**src/rtl/chrom_pkg.sv**
```systemverilog
// Shared definitions for the chromosome loader and the genetic evaluator.
package chrom_pkg;

  // Evaluator geometry; both sides derive the chromosome width from it.
  localparam int unsigned ROW       = 3;
  localparam int unsigned COL       = 3;
  localparam int unsigned OUT       = 1;
  localparam int unsigned BITS_ELEM = 5;
  localparam int unsigned BITS_MUX  = 2;

  // Matrix field + output-select field + mux field = 45 + 2 + 2 = 49 bits.
  localparam int unsigned DEF_CHROM_BITS = ROW * COL * BITS_ELEM + OUT * BITS_MUX + BITS_MUX;

  // Frame start byte.
  localparam logic [7:0] SYNC = 8'hA5;

  typedef enum logic [1:0] {
    HUNT    = 2'd0,
    PAYLOAD = 2'd1,
    CHECK   = 2'd2,
    COMMIT  = 2'd3
  } state_e;

endpackage

```
**src/rtl/frame_timeout.sv**
```systemverilog
// Idle-cycle counter used to abort a frame that stalls mid-transfer.
module frame_timeout #(
  parameter int unsigned TIMEOUT = 50000
) (
  input  logic clk,
  input  logic rst_n,
  input  logic clr_i,
  input  logic en_i,
  output logic expired_o
);

  localparam int unsigned CW = $clog2(TIMEOUT + 1);

  logic [CW-1:0] cnt_q, cnt_d;

  // Fires on the TIMEOUT-th consecutive idle cycle.
  assign expired_o = en_i && (cnt_q == CW'(TIMEOUT - 1));

  // Next count: clear wins, otherwise count idle cycles up to expiry.
  always_comb begin
    cnt_d = cnt_q;
    if (clr_i) begin
      cnt_d = '0;
    end else if (en_i && !expired_o) begin
      cnt_d = cnt_q + CW'(1);
    end
  end

  // Counter register.
  always_ff @(posedge clk or negedge rst_n) begin
    if (!rst_n) cnt_q <= '0;
    else        cnt_q <= cnt_d;
  end

endmodule

```
**src/rtl/chrom_loader.sv**
```systemverilog
// Reassembles a framed byte stream into a shadow chromosome, verifies the
// XOR checksum and commits the vector atomically to the evaluator.
module chrom_loader
  import chrom_pkg::*;
#(
  parameter int unsigned CHROM_BITS = chrom_pkg::DEF_CHROM_BITS,
  parameter int unsigned TIMEOUT    = 50000,
  parameter int unsigned CNT_W      = 8
) (
  input  logic                  clk,
  input  logic                  rst_n,
  input  logic [7:0]            in_data,
  input  logic                  in_valid,
  output logic                  in_ready,
  input  logic                  eval_busy,
  output logic [CHROM_BITS-1:0] chrom,
  output logic                  chrom_valid,
  output logic                  load_pulse,
  output logic                  chk_err,
  output logic [CNT_W-1:0]      frame_cnt
);

  localparam int unsigned NBYTES = (CHROM_BITS + 7) / 8;
  localparam int unsigned SH_W   = NBYTES * 8;
  localparam int unsigned IDX_W  = (NBYTES > 1) ? $clog2(NBYTES) : 1;

  state_e                state_q, state_d;
  logic [SH_W-1:0]       shadow_q, shadow_d;
  logic [IDX_W-1:0]      idx_q, idx_d;
  logic [7:0]            acc_q, acc_d;
  logic [CHROM_BITS-1:0] chrom_q, chrom_d;
  logic                  valid_q, valid_d;
  logic                  load_q, load_d;
  logic                  err_q, err_d;
  logic [CNT_W-1:0]      cnt_q, cnt_d;

  logic accept;
  logic in_frame;
  logic tmo_exp;

  assign in_ready = (state_q != COMMIT);
  assign accept   = in_valid && in_ready;
  assign in_frame = (state_q == PAYLOAD) || (state_q == CHECK);

  frame_timeout #(
    .TIMEOUT(TIMEOUT)
  ) u_timeout (
    .clk      (clk),
    .rst_n    (rst_n),
    .clr_i    (!in_frame || accept),
    .en_i     (in_frame && !accept),
    .expired_o(tmo_exp)
  );

  // Frame FSM: next state, shadow/checksum update and commit decision.
  always_comb begin
    state_d  = state_q;
    shadow_d = shadow_q;
    idx_d    = idx_q;
    acc_d    = acc_q;
    chrom_d  = chrom_q;
    valid_d  = valid_q;
    cnt_d    = cnt_q;
    load_d   = 1'b0;
    err_d    = 1'b0;
    case (state_q)
      HUNT: begin
        if (accept && in_data == SYNC) begin
          state_d = PAYLOAD;
          idx_d   = '0;
          acc_d   = '0;
        end
      end
      PAYLOAD: begin
        if (accept) begin
          for (int unsigned k = 0; k < NBYTES; k++) begin
            if (idx_q == IDX_W'(k)) shadow_d[8*k +: 8] = in_data;
          end
          acc_d = acc_q ^ in_data;
          if (idx_q == IDX_W'(NBYTES - 1)) state_d = CHECK;
          else                             idx_d   = idx_q + IDX_W'(1);
        end else if (tmo_exp) begin
          err_d   = 1'b1;
          state_d = HUNT;
        end
      end
      CHECK: begin
        if (accept) begin
          if (in_data == acc_q) begin
            state_d = COMMIT;
          end else begin
            err_d   = 1'b1;
            state_d = HUNT;
          end
        end else if (tmo_exp) begin
          err_d   = 1'b1;
          state_d = HUNT;
        end
      end
      COMMIT: begin
        if (!eval_busy) begin
          chrom_d = shadow_q[CHROM_BITS-1:0];
          valid_d = 1'b1;
          load_d  = 1'b1;
          cnt_d   = cnt_q + CNT_W'(1);
          state_d = HUNT;
        end
      end
      default: state_d = HUNT;
    endcase
  end

  // State, shadow and output registers.
  always_ff @(posedge clk or negedge rst_n) begin
    if (!rst_n) begin
      state_q  <= HUNT;
      shadow_q <= '0;
      idx_q    <= '0;
      acc_q    <= '0;
      chrom_q  <= '0;
      valid_q  <= 1'b0;
      load_q   <= 1'b0;
      err_q    <= 1'b0;
      cnt_q    <= '0;
    end else begin
      state_q  <= state_d;
      shadow_q <= shadow_d;
      idx_q    <= idx_d;
      acc_q    <= acc_d;
      chrom_q  <= chrom_d;
      valid_q  <= valid_d;
      load_q   <= load_d;
      err_q    <= err_d;
      cnt_q    <= cnt_d;
    end
  end

  assign chrom       = chrom_q;
  assign chrom_valid = valid_q;
  assign load_pulse  = load_q;
  assign chk_err     = err_q;
  assign frame_cnt   = cnt_q;

endmodule

```
**config.mk**
```make
export PLATFORM = sky130hd
export DESIGN_NAME = chrom_loader
export DESIGN_NICKNAME = d
export VERILOG_FILES = /design/src/rtl/chrom_pkg.sv /design/src/rtl/frame_timeout.sv /design/src/rtl/chrom_loader.sv
export SDC_FILE = /design/constraint.sdc
export NUM_CORES = 1
export LEC_CHECK = 0
export CELL_PAD_IN_SITES_DETAIL_PLACEMENT = 0
export CELL_PAD_IN_SITES_GLOBAL_PLACEMENT = 1
export CORE_AREA = 2 2 127 129
export CTS_CLUSTER_SIZE = 14
export DETAILED_ROUTE_END_ITERATION = 8
export DIE_AREA = 0 0 129 131
export PLACE_DENSITY = 0.79
export SYNTH_ARGS = -nofsm -noshare
export SYNTH_HDL_FRONTEND = slang
export SYNTH_SLANG_ARGS = --single-unit
```
**constraint.sdc**
```tcl
create_clock -name clk -period 2 [get_ports clk]
set_clock_uncertainty 0.05 [all_clocks]
set_input_delay 0.4 -clock clk [delete_from_list [all_inputs] [get_ports clk]]
set_output_delay 0.4 -clock clk [all_outputs]
set_load 0.01 [all_outputs]
```
==> summary.txt <==
number of synthesized flops with an enable pin: 0
Detailed Place HPWL: 9.139 mm
core area: 0.01560 mm^2
DRT iter0 DRCs: 277
CTS max path bufs: 2
TritonCTS Buffers: 17
fin crit share: 97.16%
clock slew at reported path FFs: 0.06 ns
Max-slew headroom: 70.60%
P&R area growth vs syn: 31.20%
Port Buffers: 72
largest net degree at the start of global routing: 53
run status: finished, final reports clean
via count: 4322
f_max: 514.6 MHz
setup TNS: 0 ns
Min Hold Slack: 0.4124 ns
Crit-path slowest cell: or4_4
H-tree depth: 4
top cell type's share of synthesized area: 58.11%
Leakage Power: 3.712 nW
Routed WL: 13.13 mm
Mean Syn Cell Area: 10.67 um^2
#FFs+latches synth: 138
fin nets: 688
Synth Instances: 557
CP cell instances: or4_4 > or4_4 > o21ai_1 > a32oi_1
CTS Sinks: 138
Critical Path RT: 2.24 ns
CP Class: reg -> reg
die height: 131 um
I/O pin total: 73
initial antenna violation count: 0
Die Width: 129 um
CTS tree: done
row count: 46
Clk Latency, worst-skew pair: 0.42 ns
global-route wire length before repair: 21.93 mm
Root Driver: clkbuf_16
fin cells: 894
VDD IR max: 0.6134 mV
Netlist cell types: 49
GRT Total Usage: 16.86%
Slew @ Worst Pin: 0.4410 ns
fin util: 49.99%
via density per instance: 4.834
CP max stage delay: 0.61 ns
worst path bufs/invs: 0
overall power: 10.25 mW
vias in the first global route: 4384
Startpoint Class: register
synthesized cell area: 0.005943 mm^2
most common cell after layout, fill and taps aside: nand2_1
post-synthesis sequential area ratio: 58.11%
Setup Viol. Count Final: 0
largest cells by area after synthesis: dfrtp_1, nand2_1, mux2_2
Hold Crit Class: reg -> reg
post-synth top area cell: dfrtp_1
number of max-cap violations: 0
minimum clock period: 1.943 ns
Max Transition Viols Final: 0
final hold vios: 0
Worst Path Arrival: 2.18 ns
Power Dens Cells: 1314 mW/mm^2
dpl cells: 860
DIE AREA: 0.01690 mm^2
async set or reset register ratio after synthesis: 100.0%
crit-path most repeated cell: or4_4
placer congestion estimate: 0.8218
synth warn: 0
most frequent cells in the layout: nand2_1, dfrtp_1, clkdlybuf4s50_1
Mapped Nets: 580
RSZ-0062 raised after global routing: yes
crit-path leading delay family: simple AND/OR/NAND/NOR gates
DRC viols: 0
Initial Utilization: 38.10%
1st-pass router iterations: 6
filler instances: 1408
critical path peak fanout: 8
crit end category: register
drt wl/cell: 14.69 um
antenna cell count: 0
main flop type after synthesis: dfrtp_1
fraction of layout cells with a size suffix above 1: 18.88%
post-detailed-route count of antenna-violating nets: 0
gr ovfl total: 0
==> cell type report <==
class	count	area, um^2	area share (%)
multi-input cells	382	2346	30.09
well taps	216	270.3	3.466
clock inverters	6	85.08	1.091
flip-flops and latches	138	3453	44.29
clock buffers	26	509.2	6.531
repair buffers	117	1100	14.10
inverters	9	33.78	0.4332
==> cell usage after synthesis, drive strengths merged (2+ instances only) <==
master / instances
a21oi: 6
a22o: 5
a31oi: 9
and3: 4
and4: 3
buf: 13
clkbuf: 15
dfrtp: 138
ha: 11
inv: 8
mux2: 49
nand2: 169
nand2b: 18
nand3: 17
nand4: 4
nand4b: 2
nor2: 18
nor3: 2
nor4: 4
o21ai: 13
or3: 4
or4: 2
xnor2: 9
xor2: 16
==> worst min-delay path, cell delays in order, from the launching register on <==
cell and delay [ns]:
dfrtp_1 0.33, nand2_1 0.05, nand2_1 0.05
==> power breakdown <==
| group | leakage [nW] | switching, mW | internal, mW | total, mW |
|---|---|---|---|---|
| clock | 0.287 | 1.12 | 2.00 | 3.11 |
| combinational | 1.59 | 1.25 | 1.59 | 2.84 |
| sequential | 1.83 | 0.589 | 3.71 | 4.30 |
==> worst paths after layout <==
| path | to | start | cells past startpoint | slack (ns) |
|---|---|---|---|---|
| max in group asynchronous | shadow_q[4] | rst_n | 3 | 0.86 |
| max reg2reg | state_q[0] | u_timeout.cnt_q[12] | 4 | 0.06 |
| min reg2reg | chrom[9] | shadow_q[9] | 2 | 0.41 |
| max | state_q[0] | u_timeout.cnt_q[12] | 4 | 0.06 |
| min in group asynchronous | frame_cnt[6] | rst_n | 2 | 0.43 |
| min | chrom[9] | shadow_q[9] | 2 | 0.41 |
==> metrics by stage <==
stage	instance area, um^2	setup WS (ns)
2_1_floorplan	5943	-0.02067
6_report	7797	0.05681
4_1_cts	7776	0.006792
3_5_place_dp	7173	-0.3322
5_1_grt	7797	-0.01429
3_3_place_gp	7173	-0.2977
==> cell families after synthesis <==
kind of cell             synth area share [%]
XOR/XNOR                                3.684
buffers and inverters                   2.674
flip-flops                              58.11
adder cells (fa/ha/maj)                 2.316
AND/OR/NAND/NOR                         18.82
multiplexers                            9.453
AO/OA/AOI/OAI                           4.948
==> state kept, by name (all words and copies together), names as in the netlist <==
| name | flops |
|---|---|
| idx_q | 3 |
| chrom | 49 |
| chrom_valid | 1 |
| u_timeout.cnt_q | 16 |
| load_pulse | 1 |
| frame_cnt | 8 |
| acc_q | 8 |
| chk_err | 1 |
| shadow_q | 49 |
| state_q | 2 |
==> per-layer routing <==
metal	global-route usage, %	vias up	wire (um)
met5	0	-	0
met4	6.714	0	195
met3	4.682	18	575
met2	26.49	112	6195
met1	22.28	2113	6166
li1	-	2079	-
==> timing repair <==
item,4_1_cts,5_1_grt
setup buffers,0,1
endpoints found under the setup margin,2,17
hold buffers,1,0
hold endpoints to repair,43,0
pin swaps,1,2
resized for setup,1,5
Power figures use the tool's default switching activity.
